==> src/rtl/gpia_pkg.sv <==
// rtl/gpia_pkg.sv - shared mode encodings and register map for the GPIA Wishbone port
package gpia_pkg;

  localparam logic [1:0] GPIA_MODE_REPLACE = 2'b00;
  localparam logic [1:0] GPIA_MODE_SET     = 2'b01;
  localparam logic [1:0] GPIA_MODE_CLEAR   = 2'b10;
  localparam logic [1:0] GPIA_MODE_TOGGLE  = 2'b11;

  localparam logic [2:0] ADR_OUT_REPLACE = 3'd0;
  localparam logic [2:0] ADR_OUT_SET     = 3'd1;
  localparam logic [2:0] ADR_OUT_CLEAR   = 3'd2;
  localparam logic [2:0] ADR_OUT_TOGGLE  = 3'd3;
  localparam logic [2:0] ADR_IN          = 3'd4;
  localparam logic [2:0] ADR_EDGE        = 3'd5;
  localparam logic [2:0] ADR_IEN         = 3'd6;
  localparam logic [2:0] ADR_RSVD        = 3'd7;

  // The four output addresses share their low bits with the mode encoding.
  function automatic logic is_out_adr(input logic [2:0] adr);
    return ~adr[2];
  endfunction

endpackage

==> src/rtl/gpia_sync_edge.sv <==
// rtl/gpia_sync_edge.sv - 8-bit multi-flop pin synchroniser with rising-edge detect
module gpia_sync_edge #(
  parameter int SYNC_STAGES = 2
) (
  input  logic       clk_i,
  input  logic       res_i,
  input  logic [7:0] pins_i,
  output logic [7:0] sync_o,
  output logic [7:0] rise_o
);

  logic [7:0] sync_q [SYNC_STAGES];
  logic [7:0] hist_q;

  always_ff @(posedge clk_i or posedge res_i) begin
    if (res_i) begin
      for (int i = 0; i < SYNC_STAGES; i++) sync_q[i] <= '0;
      hist_q <= '0;
    end else begin
      sync_q[0] <= pins_i;
      for (int i = 1; i < SYNC_STAGES; i++) sync_q[i] <= sync_q[i-1];
      hist_q <= sync_q[SYNC_STAGES-1];
    end
  end

  assign sync_o = sync_q[SYNC_STAGES-1];
  assign rise_o = sync_o & ~hist_q;

endmodule

==> src/rtl/gpia_wb_port.sv <==
// rtl/gpia_wb_port.sv - Wishbone classic slave driving one GPIA output byte and edge-interrupt inputs
module gpia_wb_port
  import gpia_pkg::*;
#(
  parameter int SYNC_STAGES = 2
) (
  input  logic       clk_i,
  input  logic       res_i,
  input  logic       wb_cyc_i,
  input  logic       wb_stb_i,
  input  logic       wb_we_i,
  input  logic [2:0] wb_adr_i,
  input  logic [7:0] wb_dat_i,
  output logic [7:0] wb_dat_o,
  output logic       wb_ack_o,
  output logic [1:0] gpia_mode_o,
  output logic [7:0] gpia_d_o,
  output logic       gpia_stb_o,
  input  logic [7:0] gpia_q_i,
  input  logic [7:0] pins_i,
  output logic       irq_o
);

  logic       req;
  logic       wr;
  logic [7:0] sync_pins;
  logic [7:0] rise;
  logic [7:0] status_q;
  logic [7:0] enable_q;
  logic [7:0] w1c_mask;
  logic [7:0] rd_data;

  gpia_sync_edge #(.SYNC_STAGES(SYNC_STAGES)) u_sync (
    .clk_i  (clk_i),
    .res_i  (res_i),
    .pins_i (pins_i),
    .sync_o (sync_pins),
    .rise_o (rise)
  );

  // Gating on ~ack makes a held strobe complete one transfer every two cycles.
  assign req = wb_cyc_i & wb_stb_i & ~wb_ack_o;
  assign wr  = req & wb_we_i;

  always_comb begin
    rd_data = 8'h00;
    case (wb_adr_i)
      ADR_OUT_REPLACE, ADR_OUT_SET,
      ADR_OUT_CLEAR, ADR_OUT_TOGGLE: rd_data = gpia_q_i;
      ADR_IN:                        rd_data = sync_pins;
      ADR_EDGE:                      rd_data = status_q;
      ADR_IEN:                       rd_data = enable_q;
      default:                       rd_data = 8'h00;
    endcase
  end

  always_comb begin
    w1c_mask = 8'h00;
    if (wr && wb_adr_i == ADR_EDGE) w1c_mask = wb_dat_i;
  end

  always_ff @(posedge clk_i or posedge res_i) begin
    if (res_i) begin
      wb_ack_o    <= 1'b0;
      wb_dat_o    <= 8'h00;
      gpia_mode_o <= GPIA_MODE_REPLACE;
      gpia_d_o    <= 8'h00;
      gpia_stb_o  <= 1'b0;
    end else begin
      wb_ack_o   <= req;
      wb_dat_o   <= (req && !wb_we_i) ? rd_data : 8'h00;
      gpia_stb_o <= wr && is_out_adr(wb_adr_i);
      if (wr && is_out_adr(wb_adr_i)) begin
        gpia_mode_o <= wb_adr_i[1:0];
        gpia_d_o    <= wb_dat_i;
      end
    end
  end

  // New edges are OR-ed in after the clear so a colliding edge survives.
  always_ff @(posedge clk_i or posedge res_i) begin
    if (res_i) begin
      status_q <= 8'h00;
      enable_q <= 8'h00;
      irq_o    <= 1'b0;
    end else begin
      status_q <= (status_q & ~w1c_mask) | rise;
      if (wr && wb_adr_i == ADR_IEN) enable_q <= wb_dat_i;
      irq_o <= |(status_q & enable_q);
    end
  end

endmodule

==> config.mk <==
export PLATFORM = sky130hd
export DESIGN_NAME = gpia_wb_port
export DESIGN_NICKNAME = d
export VERILOG_FILES = /design/src/rtl/gpia_pkg.sv /design/src/rtl/gpia_sync_edge.sv /design/src/rtl/gpia_wb_port.sv
export SDC_FILE = /design/constraint.sdc
export NUM_CORES = 1
export LEC_CHECK = 0
export CORE_MARGIN = 2
export CORE_UTILIZATION = 40
export DETAILED_ROUTE_END_ITERATION = 10
export PLACE_DENSITY = 0.74
export SLEW_MARGIN = 40
export SYNTH_ARGS = -nofsm -noshare
export SYNTH_HDL_FRONTEND = slang
export SYNTH_SLANG_ARGS = --single-unit
==> constraint.sdc <==
create_clock -name clk_i -period 2 [get_ports clk_i]
set_input_delay 0.3 -clock clk_i [delete_from_list [all_inputs] [get_ports clk_i]]
set_output_delay 0.3 -clock clk_i [all_outputs]
set_load 0.05 [all_outputs]
==> results.py, run 1 <==
metrics = {
    "hold_path": {
        "hold_end": "u_sync.sync_o[0]",
        "hp-start": "u_sync.sync_q[8]",
        "min_path_type": "flip-flop to flip-flop",
        "min_delay_path_depth": 0,
    },
    "timing": {
        "fmax_mhz": 560,
        "whs_ps": 344,
        "max_slew_margin_pct": 60.9,
        "final_hold_viol_count": 0,
        "finClkSkew_ps": 8.94,
        "finalCriticalPeriod_ps": 1790,
        "worst_pin_slew_ps": 585,
        "setup_viol_count_final": 0,
        "setup_tns_ps": 0,
        "maxSlewViolCount": 0,
        "rsz0062_at_grt": "false",
        "period_share_pct": 89.3,
    },
    "power": {
        "p_leak_nw": 1.33,
        "finalPower_mw": 3.06,
        "p_sw_share_pct": 27.5,
        "pwr-share-seq_pct": 46.0,
        "ir_drop_uv": 596,
        "internal_power_mw": 2.22,
        "p_comb_share_pct": 19.8,
        "p_switching_mw": 0.843,
        "p_per_area_nw_per_um2": 963,
        "clockPowerShare_pct": 34.1,
    },
    "critical_path": {
        "cp_slowest_cell": "clkdlybuf4s50_1",
        "slowest_delay_ps": 810,
        "critical_path_class": "flip-flop to primary output",
        "timing.rr.end": "status_q[4]",
        "worstPathMaxFanout": 2,
        "worstPathArrival_ps": 1490,
        "startpoint_type": "flip-flop",
        "timing.critical_path.buf_inv": 1,
        "r2r-start": "wb_ack_o",
        "cp.required_ps": 1700,
        "r2r_cells": 3,
        "regToRegSetupSlack_ps": 410,
        "crit_family": "buffers and inverters",
        "cp_cell_sequence": "clkdlybuf4s50_1",
        "crit_path_end_kind": "primary output",
    },
    "clock_network": {
        "cts_tree": "yes",
        "cts.sinks": 61,
        "cts-root-buf": "clkbuf_8",
        "post-cts-setup-buffers": 0,
        "postCtsHoldBufs": 0,
        "cts_buffer_depth": 2,
        "cts_resized": 0,
        "cts_inserted_buffers": 9,
        "clk_pin_slew_ps": 70,
        "htree_levels": 3,
        "clk_latency_ps": 330,
    },
    "logic_synthesis": {
        "yosysSeqAreaShare_pct": 65.6,
        "ys_types": 22,
        "syn_inst": 169,
        "yosysWarnings": 0,
        "synth_top_cell_area_share_pct": 65.6,
        "async_flop_share_pct": 100,
        "synth_top_area_cell": "dfrtp_1",
        "synthesis.area_sq_um": 2330,
        "synth_common_cells": "61 x dfrtp_1, 19 x mux2_2, 17 x nor2b_1",
        "synth_most_common_cell": "dfrtp_1",
        "syn_avg_cell_area_sq_um": 13.8,
        "synthTopCellsByArea": "dfrtp_1 66%, mux2_2 9.2%, nor2b_1 4.6%",
        "synth_flop_cell": "dfrtp_1",
        "ys_ff_latch": 61,
        "synth_edf_count": 0,
        "syn_nets": 201,
    },
    "route": {
        "ant_nets": 0,
        "wl_per_cell_um": 15.5,
        "viasPerCell": 5.12,
        "vias": 1581,
        "drc": 0,
        "dr.pass1.iters": 4,
        "drt-total-wl_mm": 4.80,
        "drt_iter0_drc": 85,
    },
    "global_route": {
        "overflow": 0,
        "grt_max_degree": 62,
        "grt_pass1_wl_mm": 7.75,
        "grt_pass1_vias": 1608,
        "track_usage_pct": 16.5,
        "antenna_found_initial": 0,
    },
    "floorplanning": {
        "die_x_um": 80.3,
        "core_area_sq_um": 5570,
        "die_h_um": 80.3,
        "fp-row-count": 27,
        "die-area_sq_um": 6450,
        "ios": 53,
        "start_util_pct": 41.8,
    },
    "placement": {
        "dp.cells": 294,
        "dp_hpwl_mm": 3.18,
        "dpl_cell_area_sq_um": 2990,
        "io_buffer_count": 52,
        "finalWeightedCongestion": 0.796,
    },
    "cells_and_area": {
        "drive_gt1_share_pct": 20.7,
        "antenna_cells": 0,
        "fin_nets": 265,
        "final_cells": 309,
        "area_delta_synth_final_pct": 36.7,
        "fin_area_sq_um": 3180,
    },
    "run_status": {
        "status": "finished, final reports clean",
    },
    "flow_run": {
        "drv_cap": 0,
    },
}
## metal layers
| metal | GRT usage [%] | share of wire [%] | routed length [um] |
|---|---|---|---|
| met1 | 20.7 | 45 | 2150 |
| met2 | 25.7 | 47 | 2240 |
| met3 | 5.39 | 7.0 | 337 |
| met4 | 8.14 | 1.5 | 71 |
| met5 | 0 | 0 | 0 |
## stage by stage
step | setup slack, ps | util, %
after floorplan | 152 | -
after global placement | 55.0 | 53.6
after detailed placement | 11.8 | 53.6
after CTS | 188 | 57.1
after global routing | 150 | 57.1
final | 215 | 57.1
## cells by family after synthesis
family                 Yosys count  share of synthesized area (%)
and+or+nand+nor                 40                           12.1
DFF                             61                           65.6
buffers and inverters           20                           3.71
muxes                           19                           9.19
AOI/OAI and AO/OA               29                           9.46
## sequential cells by signal (all words and copies together) (netlist names)
register	flops
enable_q	8
u_sync.hist_q	8
status_q	8
u_sync.sync_q	8
wb_dat_o	8
gpia_mode_o	2
gpia_stb_o	1
gpia_d_o	8
wb_ack_o	1
irq_o	1
u_sync.sync_o	8
## worst max path at each step
stage	start	endpoint	slack, ps	cells after the start
floorplan	wb_ack_o	status_q[6]	150	4
global placement	wb_cyc_i	status_q[7]	50	4
detailed placement	wb_cyc_i	status_q[0]	10	4
CTS	gpia_mode_o[0]	gpia_mode_o[0]	190	1
global route	gpia_mode_o[1]	gpia_mode_o[1]	150	1
finish	gpia_d_o[2]	gpia_d_o[2]	210	1
## power groups by stage
| stage | sequential (mW) | clock [mW] | combinational [mW] |
|---|---|---|---|
| detailed placement | 1.43 | 0 | 0.613 |
| CTS | 1.41 | 1.08 | 0.616 |
| global placement | 1.43 | 0 | 0.607 |
| finish | 1.41 | 1.05 | 0.608 |
| global route | 1.42 | 1.14 | 0.644 |
| floorplan | 1.63 | 0 | 0.165 |
## cell usage in the layout (no fill, tap or decap), drive strengths merged
| cell type | netlist | routed |
|---|---|---|
| mux2 | 19 | 19 |
| nand4 | 1 | 1 |
| or4b | 1 | 1 |
| a31oi | 15 | 15 |
| clkdlybuf4s50 | 0 | 52 |
| nand3b | 1 | 1 |
| clkbuf | 4 | 15 |
| inv | 11 | 11 |
| buf | 5 | 10 |
| a221o | 8 | 8 |
| nand4b | 9 | 9 |
| nand3 | 7 | 7 |
| a22oi | 4 | 4 |
| dfrtp | 61 | 61 |
| a21oi | 1 | 1 |
| nor3b | 1 | 1 |
| nor2 | 2 | 2 |
| a311o | 1 | 1 |
| nand2 | 1 | 1 |
| nor2b | 17 | 17 |
## area by class of cell
type	count	area [sq um]
tap	72	90.1
timing repair buffer	62	608
multi-input combinational	88	721
inverter	11	41.3
sequential	61	1530
clock buffer	15	196
fill	488	2390
Note: power is estimated with default switching activity, not from simulation.
==> run 2, diff against run 1 <==
- ABC_CLOCK_PERIOD_IN_PS: unset -> 2300
- clock period: 2 -> 2.3 ns (I/O delays scaled with it)
==> run 2 against run 1 <==
Effect of this change:
- worst hold slack improved by 2.1 ps
- clock skew decreased by 4.0 ps
- clock power decreased by 17%
- highest routed layer unchanged
==> results.py, run 2 (synthesis gave the netlist of run 1 again) <==
metrics = {
    "route": {
        "ant_nets": 0,
        "drt_iter0_drc": 165,
        "vias": 1584,
        "wl_per_cell_um": 15.6,
        "drt-total-wl_mm": 4.79,
        "dr.pass1.iters": 4,
        "viasPerCell": 5.16,
        "drc": 0,
    },
    "timing": {
        "maxSlewViolCount": 0,
        "finalCriticalPeriod_ps": 1850,
        "setup_viol_count_final": 0,
        "fin_ws_ps": 452,
        "setup_tns_ps": 0,
        "worst_pin_slew_ps": 519,
        "rsz0062_at_grt": "false",
        "finClkSkew_ps": 4.96,
        "max_slew_margin_pct": 65.3,
        "final_hold_viol_count": 0,
        "fmax_mhz": 541,
        "period_share_pct": 80.4,
    },
    "cells_and_area": {
        "multi_input_area_sq_um": 721,
        "final_common_cell": "dfrtp_1",
        "drive_gt1_share_pct": 20.4,
        "fillers": 457,
        "seq_area_sq_um": 1530,
        "final_cell_mix": "61 x dfrtp_1, 52 x clkdlybuf4s50_1, 19 x mux2_2",
        "antenna_cells": 0,
        "fin_util_pct": 56.7,
        "fin_area_sq_um": 3160,
        "fin_nets": 264,
        "area_delta_synth_final_pct": 35.8,
    },
    "placement": {
        "finalWeightedCongestion": 0.782,
        "dp_worst_setup_slack_ps": 246,
        "dp_hpwl_mm": 3.21,
        "dpl_cell_area_sq_um": 2980,
        "io_buffer_count": 52,
    },
    "global_route": {
        "grt_pass1_wl_mm": 8.02,
        "antenna_found_initial": 0,
        "grt_max_degree": 62,
        "grt_pass1_vias": 1603,
        "track_usage_pct": 17.1,
        "overflow": 0,
    },
    "clock_network": {
        "htree_levels": 3,
        "clk_pin_slew_ps": 60,
        "cts.sinks": 61,
        "postCtsHoldBufs": 0,
        "clk_latency_ps": 330,
        "cts-root-buf": "clkbuf_8",
        "cts_tree": "yes",
        "post-cts-setup-buffers": 0,
        "cts_resized": 0,
        "cts_inserted_buffers": 9,
        "cts_buffer_depth": 2,
    },
    "floorplanning": {
        "die_x_um": 80.3,
        "fp-row-count": 27,
        "start_util_pct": 41.8,
        "ios": 53,
        "die_h_um": 80.3,
        "die-area_sq_um": 6450,
        "core_area_sq_um": 5570,
    },
    "critical_path": {
        "cp_cell_sequence": "clkdlybuf4s50_1",
        "worstPathMaxFanout": 2,
        "r2r_cells": 3,
        "critical_path_class": "flip-flop to primary output",
        "startpoint_type": "flip-flop",
        "cp.required_ps": 1960,
        "crit_path_end_kind": "primary output",
        "path_depth": 1,
        "timing.critical_path.buf_inv": 1,
        "regToRegSetupSlack_ps": 670,
        "slowest_delay_ps": 810,
        "cp_slowest_cell": "clkdlybuf4s50_1",
        "crit_family": "buffers and inverters",
        "worstPathArrival_ps": 1500,
    },
    "hold_path": {
        "min_delay_path_depth": 0,
        "min_path_type": "flip-flop to flip-flop",
    },
    "run_status": {
        "status": "finished, final reports clean",
    },
    "flow_run": {
        "drv_cap": 0,
    },
    "power": {
        "p_per_area_nw_per_um2": 830,
        "ir_drop_uv": 457,
        "p_leak_nw": 1.33,
    },
}
[run 2: cell types whose count changed in the layout (fill, tap and decap cells not counted), sizes merged]
cell,previous run,this run
clkbuf,15,13
clkinv,0,1
buf,10,9
[run 2: stage by stage]
stage | total power [mW] | instances | hold slack, ps
6_report | 2.63 | 307 | 346
5_1_grt | 2.75 | 307 | 351
4_1_cts | 2.66 | 307 | 349
3_5_place_dp | 1.78 | 293 | 335
3_3_place_gp | 1.77 | 293 | 333
2_1_floorplan | 1.56 | 169 | 331
[run 2: report_power, final]
group | internal [mW] | switching [mW]
logic | 0.224 | 0.303
registers | 1.17 | 0.0552
clock network | 0.495 | 0.377
[run 2: area by class of cell]
type                    count  share of cell area (%)
clock buffers              13                    5.66
well taps                  72                    2.85
inverters                  11                    1.31
flip-flops and latches     61                    48.3
repair buffers             61                    19.0
clock inverters             1                   0.158
multi-input cells          88                    22.8
[run 2: worst paths after layout]
path	start	end
min in group asynchronous	res_i	u_sync.sync_q[11]
worst min register to register	u_sync.sync_q[10]	u_sync.sync_o[2]
worst max-delay path	gpia_mode_o[0]	gpia_mode_o[0]
worst max register to register	wb_ack_o	status_q[6]
max in group asynchronous	res_i	enable_q[0]
worst min-delay path	u_sync.sync_q[10]	u_sync.sync_o[2]
[run 2: layer usage]
layer  global-route usage [%]  wire length (um)  share of wire (%)  vias up
met4                     9.66               108                2.3        0
li1                         -                 -                  -      743
met5                        0                 0                  0        -
met1                     23.4              2320                 48      780
met3                     4.83               279                5.8       12
met2                     24.2              2090                 44       49
